==> src/rtl/rf_ctrl_pkg.sv <==
// Shared types and default geometry for the register-file control blocks.
package rf_ctrl_pkg;

    localparam int RF_AW       = 5;
    localparam int RF_DW       = 32;
    localparam int RF_NUM_REGS = 32;

    typedef enum logic [0:0] {
        ST_INIT,
        ST_ARB
    } rf_arb_state_t;

    typedef struct packed {
        logic             we;
        logic [RF_AW-1:0] addr;
        logic [RF_DW-1:0] data;
    } rf_wr_t;

endpackage

==> src/rtl/rr_arbiter.sv <==
// Combinational round-robin picker: first asserted request at or after ptr, wrapping mod N.
module rr_arbiter #(
    parameter int N  = 3,
    parameter int PW = (N > 1) ? $clog2(N) : 1
) (
    input  logic [N-1:0]  req,
    input  logic [PW-1:0] ptr,
    output logic [N-1:0]  gnt,
    output logic [PW-1:0] gnt_idx,
    output logic          any
);

    localparam int unsigned NU = N;

    int unsigned j;

    always_comb begin
        gnt     = '0;
        gnt_idx = '0;
        any     = 1'b0;
        j       = 0;
        for (int unsigned k = 0; k < NU; k++) begin
            j = (32'(ptr) + k) % NU;
            if (!any && req[j]) begin
                gnt[j]  = 1'b1;
                gnt_idx = PW'(j);
                any     = 1'b1;
            end
        end
    end

endmodule

==> src/rtl/rf_write_arbiter.sv <==
// Owns the register-file write port: INIT sweep after reset, then round-robin writeback arbitration.
module rf_write_arbiter
    import rf_ctrl_pkg::*;
#(
    parameter int              NREQ     = 3,
    parameter int              NUM_REGS = RF_NUM_REGS,
    parameter int              AW       = RF_AW,
    parameter int              DW       = RF_DW,
    parameter logic [DW-1:0]   INIT_VAL = '0,
    parameter bit              DROP_X0  = 1'b1
) (
    input  logic                 clk,
    input  logic                 rst,
    input  logic [NREQ-1:0]      req_valid,
    input  logic [NREQ*AW-1:0]   req_addr,
    input  logic [NREQ*DW-1:0]   req_data,
    output logic [NREQ-1:0]      req_ready,
    output logic                 rf_we,
    output logic [AW-1:0]        rf_waddr,
    output logic [DW-1:0]        rf_wdata,
    output logic                 init_done,
    output logic                 busy
);

    localparam int PW = $clog2(NREQ);

    rf_arb_state_t   state;
    rf_arb_state_t   state_next;
    logic [AW-1:0]   sweep_cnt;
    logic [PW-1:0]   rr_ptr;
    logic [NREQ-1:0] gnt;
    logic [PW-1:0]   gnt_idx;
    logic            gnt_any;
    logic            last_sweep;
    logic            xfer;
    logic [AW-1:0]   sel_addr;
    logic [DW-1:0]   sel_data;

    rr_arbiter #(
        .N  (NREQ),
        .PW (PW)
    ) u_rr (
        .req     (req_valid),
        .ptr     (rr_ptr),
        .gnt     (gnt),
        .gnt_idx (gnt_idx),
        .any     (gnt_any)
    );

    assign last_sweep = (sweep_cnt == AW'(NUM_REGS - 1));
    assign xfer       = (state == ST_ARB) && gnt_any;
    // Gate on rst as well so ready is low for the whole reset pulse, not just after the first edge.
    assign req_ready  = ((state == ST_ARB) && !rst) ? gnt : '0;
    assign busy       = (state == ST_INIT) | rf_we;

    always_comb begin
        sel_addr = '0;
        sel_data = '0;
        for (int unsigned i = 0; i < NREQ; i++) begin
            if (gnt[i]) begin
                sel_addr = req_addr[i*AW +: AW];
                sel_data = req_data[i*DW +: DW];
            end
        end
    end

    always_comb begin
        state_next = state;
        unique case (state)
            ST_INIT: if (last_sweep) state_next = ST_ARB;
            ST_ARB:  state_next = ST_ARB;
            default: state_next = ST_INIT;
        endcase
    end

    always_ff @(posedge clk or posedge rst) begin
        if (rst) state <= ST_INIT;
        else     state <= state_next;
    end

    always_ff @(posedge clk or posedge rst) begin
        if (rst) begin
            sweep_cnt <= '0;
            rr_ptr    <= '0;
            rf_we     <= 1'b0;
            rf_waddr  <= '0;
            rf_wdata  <= '0;
            init_done <= 1'b0;
        end else if (state == ST_INIT) begin
            rf_we    <= 1'b1;
            rf_waddr <= sweep_cnt;
            rf_wdata <= INIT_VAL;
            if (!last_sweep) sweep_cnt <= sweep_cnt + 1'b1;
        end else begin
            init_done <= 1'b1;
            rf_we     <= xfer && !(DROP_X0 && (sel_addr == '0));
            if (xfer) begin
                rf_waddr <= sel_addr;
                rf_wdata <= sel_data;
                rr_ptr   <= (gnt_idx == PW'(NREQ - 1)) ? '0 : gnt_idx + 1'b1;
            end
        end
    end

endmodule

==> config.mk <==
export PLATFORM = sky130hd
export DESIGN_NAME = rf_write_arbiter
export DESIGN_NICKNAME = d
export VERILOG_FILES = /design/src/rtl/rf_ctrl_pkg.sv /design/src/rtl/rr_arbiter.sv /design/src/rtl/rf_write_arbiter.sv
export SDC_FILE = /design/constraint.sdc
export NUM_CORES = 1
export LEC_CHECK = 0
export ABC_AREA = 1
export CAP_MARGIN = 10
export CORE_MARGIN = 1.5
export CORE_UTILIZATION = 35
export CTS_CLUSTER_SIZE = 28
export DETAILED_ROUTE_END_ITERATION = 7
export MAX_ROUTING_LAYER = met4
export PLACE_DENSITY = 0.73
export SLEW_MARGIN = 10
export SYNTH_ARGS = -nofsm -noshare
export SYNTH_HDL_FRONTEND = slang
export SYNTH_SLANG_ARGS = --single-unit
export TNS_END_PERCENT = 20
==> constraint.sdc <==
create_clock -name clk -period 3.1 [get_ports clk]
set_input_delay 0.62 -clock clk [delete_from_list [all_inputs] [get_ports clk]]
set_output_delay 0.62 -clock clk [all_outputs]
set_load 0.03 [all_outputs]
Word level (Yosys, flattened, before mapping)
Index checks and enable logic that the tools add are counted.
{"block": "word_totals", "in_bits": 116, "reg_bits": 47, "wordCells": 79}
{"block": "op_classes", "n_mux": 36, "n_addsub": 4, "div_mod_pow": 3, "eq_ne": 3, "magnitude_cmp": 6, "n_bitwise": 5, "reduce_logical": 15}
{"operator": "$mux 32", "n": 5}
{"operator": "$ge 32x1->1 const B", "n": 3}
{"operator": "$lt 32x3->1 const B", "n": 3}
{"operator": "$mod 32x2->32 const B", "n": 2}
{"operator": "$mod 2x2->32 const B", "n": 1}
{"operator": "$mux 5", "n": 5}
{"operator": "$mux 3", "n": 4}
{"operator": "$mux 1", "n": 11}
{"operator": "$logic_and 1x1->1", "n": 8}
{"operator": "$mux 2", "n": 4}
{"operator": "$bmux 1 s2", "n": 3}
{"operator": "$demux 1 s2", "n": 3}
{"operator": "$or 3x3->3", "n": 2}
{"operator": "$add 5x1->5 const B", "n": 1}
{"operator": "$eq 5x5->1 const B", "n": 1}
{"operator": "$logic_not 5->1", "n": 1}
{"operator": "$logic_not 1->1", "n": 4}
{"operator": "$reduce_and 2->1", "n": 2}
{"operator": "$add 2x1->3 const B", "n": 1}
{"operator": "$add 2x2->3 const B", "n": 1}
{"operator": "$add 2x1->2 const B", "n": 1}
{"operator": "$eq 2x2->1 const B", "n": 1}
{"operator": "$ne 2x1->1 const B", "n": 1}
{"operator": "$not 1->1", "n": 2}
{"operator": "other kinds (2)", "n": 2}

Logic depth before layout (Yosys ltp)
{"block": "logic_depth", "ltp_word": 17, "depth_mapped": 18, "ltp_nobuf": 17}

Cells and area by module
From an unflattened synthesis, not the netlist that was laid out.
{"block": "hier_totals", "hier_cells": 404, "hier_area_um2": 2929.1}
{"mod": "rf_write_arbiter", "n_inst": 1, "seq_area_each_um2": 1176.1, "cells_each": 343, "area_each_um2": 2608.8}
{"mod": "rr_arbiter", "n_inst": 1, "seq_area_each_um2": 0.0, "cells_each": 61, "area_each_um2": 320.3}

Least setup slack after synthesis
No wires, ideal clock.
{"block": "synth_path", "path_type": "input-to-output", "startpoint": "in rst", "endpoint": "out req_ready[0]", "arrival_time_ps": 2307, "n_path_buf": 0, "path_slack_ps": 173, "stages": 3, "cell_sequence": "inv_1 nand2_1 nor2_1"}
{"block": "synth_between", "elab_chain_len": 3}
{"element": "start: declaration", "line_no": "rf_write_arbiter.sv:13", "rtl": "input logic rst,"}
{"element": "$logic_not 1->1 (no source line)"}
{"element": "$logic_and 1x1->1", "line_no": "rf_write_arbiter.sv:53", "rtl": "assign req_ready = ((state == ST_ARB) && !rst) ? gnt : '0;"}
{"element": "$mux 3", "line_no": "rf_write_arbiter.sv:53"}
{"element": "end: declaration", "line_no": "rf_write_arbiter.sv:17", "rtl": "output logic [NREQ-1:0] req_ready,"}
Every way passes these cells.

Final worst setup path
{"block": "layout_path", "startpoint": "reg rr_ptr[0]", "endpoint": "out req_ready[2]"}
{"block": "layout_between", "elab_chain_len": 11, "word_cells_on_any_way": 38}
{"element": "start: declaration", "line_no": "rf_write_arbiter.sv:30", "rtl": "logic [PW-1:0] rr_ptr;"}
{"element": "start signal: assignment", "line_no": "rf_write_arbiter.sv:100", "rtl": "rr_ptr <= (gnt_idx == PW'(NREQ - 1)) ? '0 : gnt_idx + 1'b1;"}
{"element": "$add 2x1->3 / $mod 2x2->32 (equally long branches)", "line_no": "rr_arbiter.sv:23", "rtl": "j = (32'(ptr) + k) % NU;"}
{"element": "$mod 32x2->32, or another cell as far along", "line_no": "rr_arbiter.sv:23"}
{"element": "$ge 32x1->1 (not written as such), or another cell as far along", "line_no": "rr_arbiter.sv:25", "rtl": "gnt[j] = 1'b1;"}
{"element": "$logic_and 1x1->1 (not written as such), or another cell as far along", "line_no": "rr_arbiter.sv:25"}
{"element": "$mux 1 (not written as such), or another cell as far along", "line_no": "rr_arbiter.sv:25"}
{"element": "$demux 1 s2, or another cell as far along"}
{"element": "$or 3x3->3 (no source line) / $mux 1 (equally long branches)"}
{"element": "$mux 3 / $logic_not 1->1 (equally long branches)", "line_no": "rr_arbiter.sv:24", "rtl": "if (!any && req[j]) begin"}
{"element": "$or 3x3->3 (no source line) / $logic_and 1x1->1 (equally long branches)"}
{"element": "$mux 3 *", "line_no": "rr_arbiter.sv:24"}
{"element": "$mux 3 *", "line_no": "rf_write_arbiter.sv:53"}
Every way passes the cells marked *; elsewhere a longest branch is shown, timed or not. The select of a mux whose other input is x is not followed.

==> results.toml <==
[setup_path]
worstSetupPathType = "reg -> out"
cp_cell_sequence = "inv_1, ha_1, inv_2, o31ai_4, nand3_1, nand2_2, inv_2, nor2_1, buf_4"
arrival_ns = 2.29
r2r-start = "rr_ptr[0]$_DFFE_PP0P_"
crit_path_end_kind = "output pin"
r2r_slack_ns = 0.62
setup.worst_path.start_class = "flop"
critPathRequiredTime_ns = 2.48
worstReg2RegEnd = "rf_we$_DFF_PP0_"
rr_worst_depth = 17
critPathMaxStageDelay_ns = 0.41
cp_common_cell = "inv_2"
cp_max_fo = 6
crit_slowest_cell = "ha_1"

[clock_tree]
numCtsBuffers = 5
cts_tree = "yes"
htreeDepth = 2
clk_pin_slew_ns = 0.09
clock_latency_ns = 0.30
post_cts_buffers = 0
cts-root-buf = "clkbuf_8"
cts.path.max_buffers = 2
cts_sinks = 47
ctsResizeCount = 0
hold_buffers = 0

[detailed_routing]
ant_nets = 0
drt_wl_total_um = 9830
vias = 3352
drcViolationCount = 0
avgViaCountPerCell = 4.97
drt-initial-drc-count = 110
wl_per_cell_um = 14.6
dr.pass1.iters = 4

[global_routing]
grt_start_max_net_pins = 48
grt_pass1_wl_um = 15400
track_usage_pct = 22.5
antenna_found_initial = 0
first_global_vias = 3164
grt.overflow.total = 0

[power_and_ir_drop]
power_density_nw_per_um2 = 1270
p_leak_nw = 2.12
ir_drop_v = 0.00144
power_w = 0.00596

[timing]
period_minus_slack_ns = 2.91
tns_ns = 0
slew_headroom_pct = 59.0
hold_viol = 0
max_freq_ghz = 0.344
period_share_pct = 93.8
setup_viol_count_final = 0
drv_slew = 0
fin_worst_skew_ns = 0.00880
rsz0062_at_grt = "no"
worst_pin_slew_ns = 0.614

[synth]
ys_seq_area_share_pct = 39.7
syn_inst = 416
syn_area_sq_um = 2970
synth.avg_cell_area_sq_um = 7.13
yosys_warnings = 0
synth.distinct_cells = 28
synth-seq-cells = 47
syn_nets = 538

[layout]
fin_nets = 691
final_area_sq_um = 4700
final_core_util_pct = 57.2
layout-drive-gt1-share_pct = 8.42
diodes = 0
area_growth_pct = 58.4

[placement]
place_congestion = 0.864
hpwl_um = 7340
io_buffers = 158
dpl_cell_area_sq_um = 4610

[min_path]
min_path_type = "reg -> reg"
worst_hold_path.endpoint = "init_done$_DFFE_PP0P_"
min_delay_path_depth = 1
min-delay-start = "init_done$_DFFE_PP0P_"

[die]
die-area_sq_um = 9030
num_rows = 33
io_pins = 159
fp.dieW_um = 95.0
start_util_pct = 36.1
die_h_um = 95.0
core_sq_um = 8220

[run]
drv_cap = 0

[outcome]
status = "complete, no violations"
==> critical path, delay by kind of cell (launching register included) <==
kind,cells,cell delay (ns)
adder cells (fa/ha/maj),1,0.41
AND/OR/NAND/NOR,3,0.42
flip-flops,1,0.40
buffers and inverters,4,0.42
AO/OA/AOI/OAI,1,0.33
==> cell usage after synthesis, drive strengths merged <==
cell type  instances  area (sq um)
nand2            162           638
o21ai             61           313
dfrtp             47          1180
nand3             30           165
a21oi             29           145
inv               27           101
buf               14           115
a31oi             12          75.1
nor2              11          48.8
clkbuf             8          33.8
ha                 6          75.1
or2                2          12.5
xor2               2          17.5
and3               1          6.26
nand4              1          6.26
o22ai              1          6.26
o31ai              1          21.3
xnor2              1          8.76
==> per-layer routing <==
layer,track usage (%),wire length [um],up-vias
met5,-,0,-
met4,4.10,68,0
li1,-,-,1667
met3,4.23,604,8
met2,38.6,4790,111
met1,27.8,4370,1566
==> state kept, by name, indices dropped and copies added (netlist names) <==
| register | cells |
|---|---|
| init_done | 1 |
| rf_we | 1 |
| rf_waddr | 5 |
| rr_ptr | 2 |
| rf_wdata | 32 |
| state | 1 |
| sweep_cnt | 5 |
==> how the worst max path moves through the flow <==
stage,to,startpoint,depth (start not counted)
after global placement,req_ready[1],req_valid[2],8
after floorplan,req_ready[0],rst,3
final,req_ready[2],rr_ptr[0]$_DFFE_PP0P_,9
after CTS,req_ready[2],rr_ptr[0]$_DFFE_PP0P_,9
after global routing,req_ready[1],rr_ptr[0]$_DFFE_PP0P_,13
after detailed placement,req_ready[1],req_valid[2],8
==> cell type report <==
cell class | instances | area [sq um]
clock inverters | 3 | 20.0
flip-flops and latches | 47 | 1180
repair buffers | 168 | 1660
fillers | 804 | 3520
inverters | 27 | 101
multi-input cells | 320 | 1540
well taps | 105 | 131
clock buffers | 5 | 68.8
==> cell usage in the layout (no fill, tap or decap), types with 10 or more instances in the layout <==
master,count
a21oi_1,29
a31oi_1,12
buf_4,12
clkdlybuf4s50_1,155
dfrtp_1,47
inv_1,15
inv_2,12
nand2_1,156
nand3_1,27
nor2_1,10
o21ai_0,25
o21ai_1,34
==> kinds of logic (layout without fill, tap and decap cells) <==
family | Yosys count | in the layout | synth area share (%)
AND/OR/NAND/NOR | 207 | 207 | 29.6
AO/OA/AOI/OAI | 104 | 104 | 18.9
buffers and inverters | 49 | 203 | 8.44
flip-flops | 47 | 47 | 39.7
adder cells (fa/ha/maj) | 6 | 6 | 2.53
XOR/XNOR | 3 | 3 | 0.886
==> through the flow <==
step           hold WS [ns]  instances  worst slack [ns]
6_report              0.480        675             0.193
5_1_grt               0.495        675            0.0122
4_1_cts               0.487        675             0.237
3_5_place_dp          0.460        667             0.271
3_3_place_gp          0.453        667             0.324
2_1_floorplan         0.465        416             0.173
==> power breakdown <==
| part | internal (W) | switching, W | total, W |
|---|---|---|---|
| Clock | 0.000157 | 0.000220 | 0.000377 |
| Combinational | 0.00166 | 0.00288 | 0.00454 |
| Sequential | 0.000917 | 0.000134 | 0.00105 |
(Power assumes the default switching activity.)
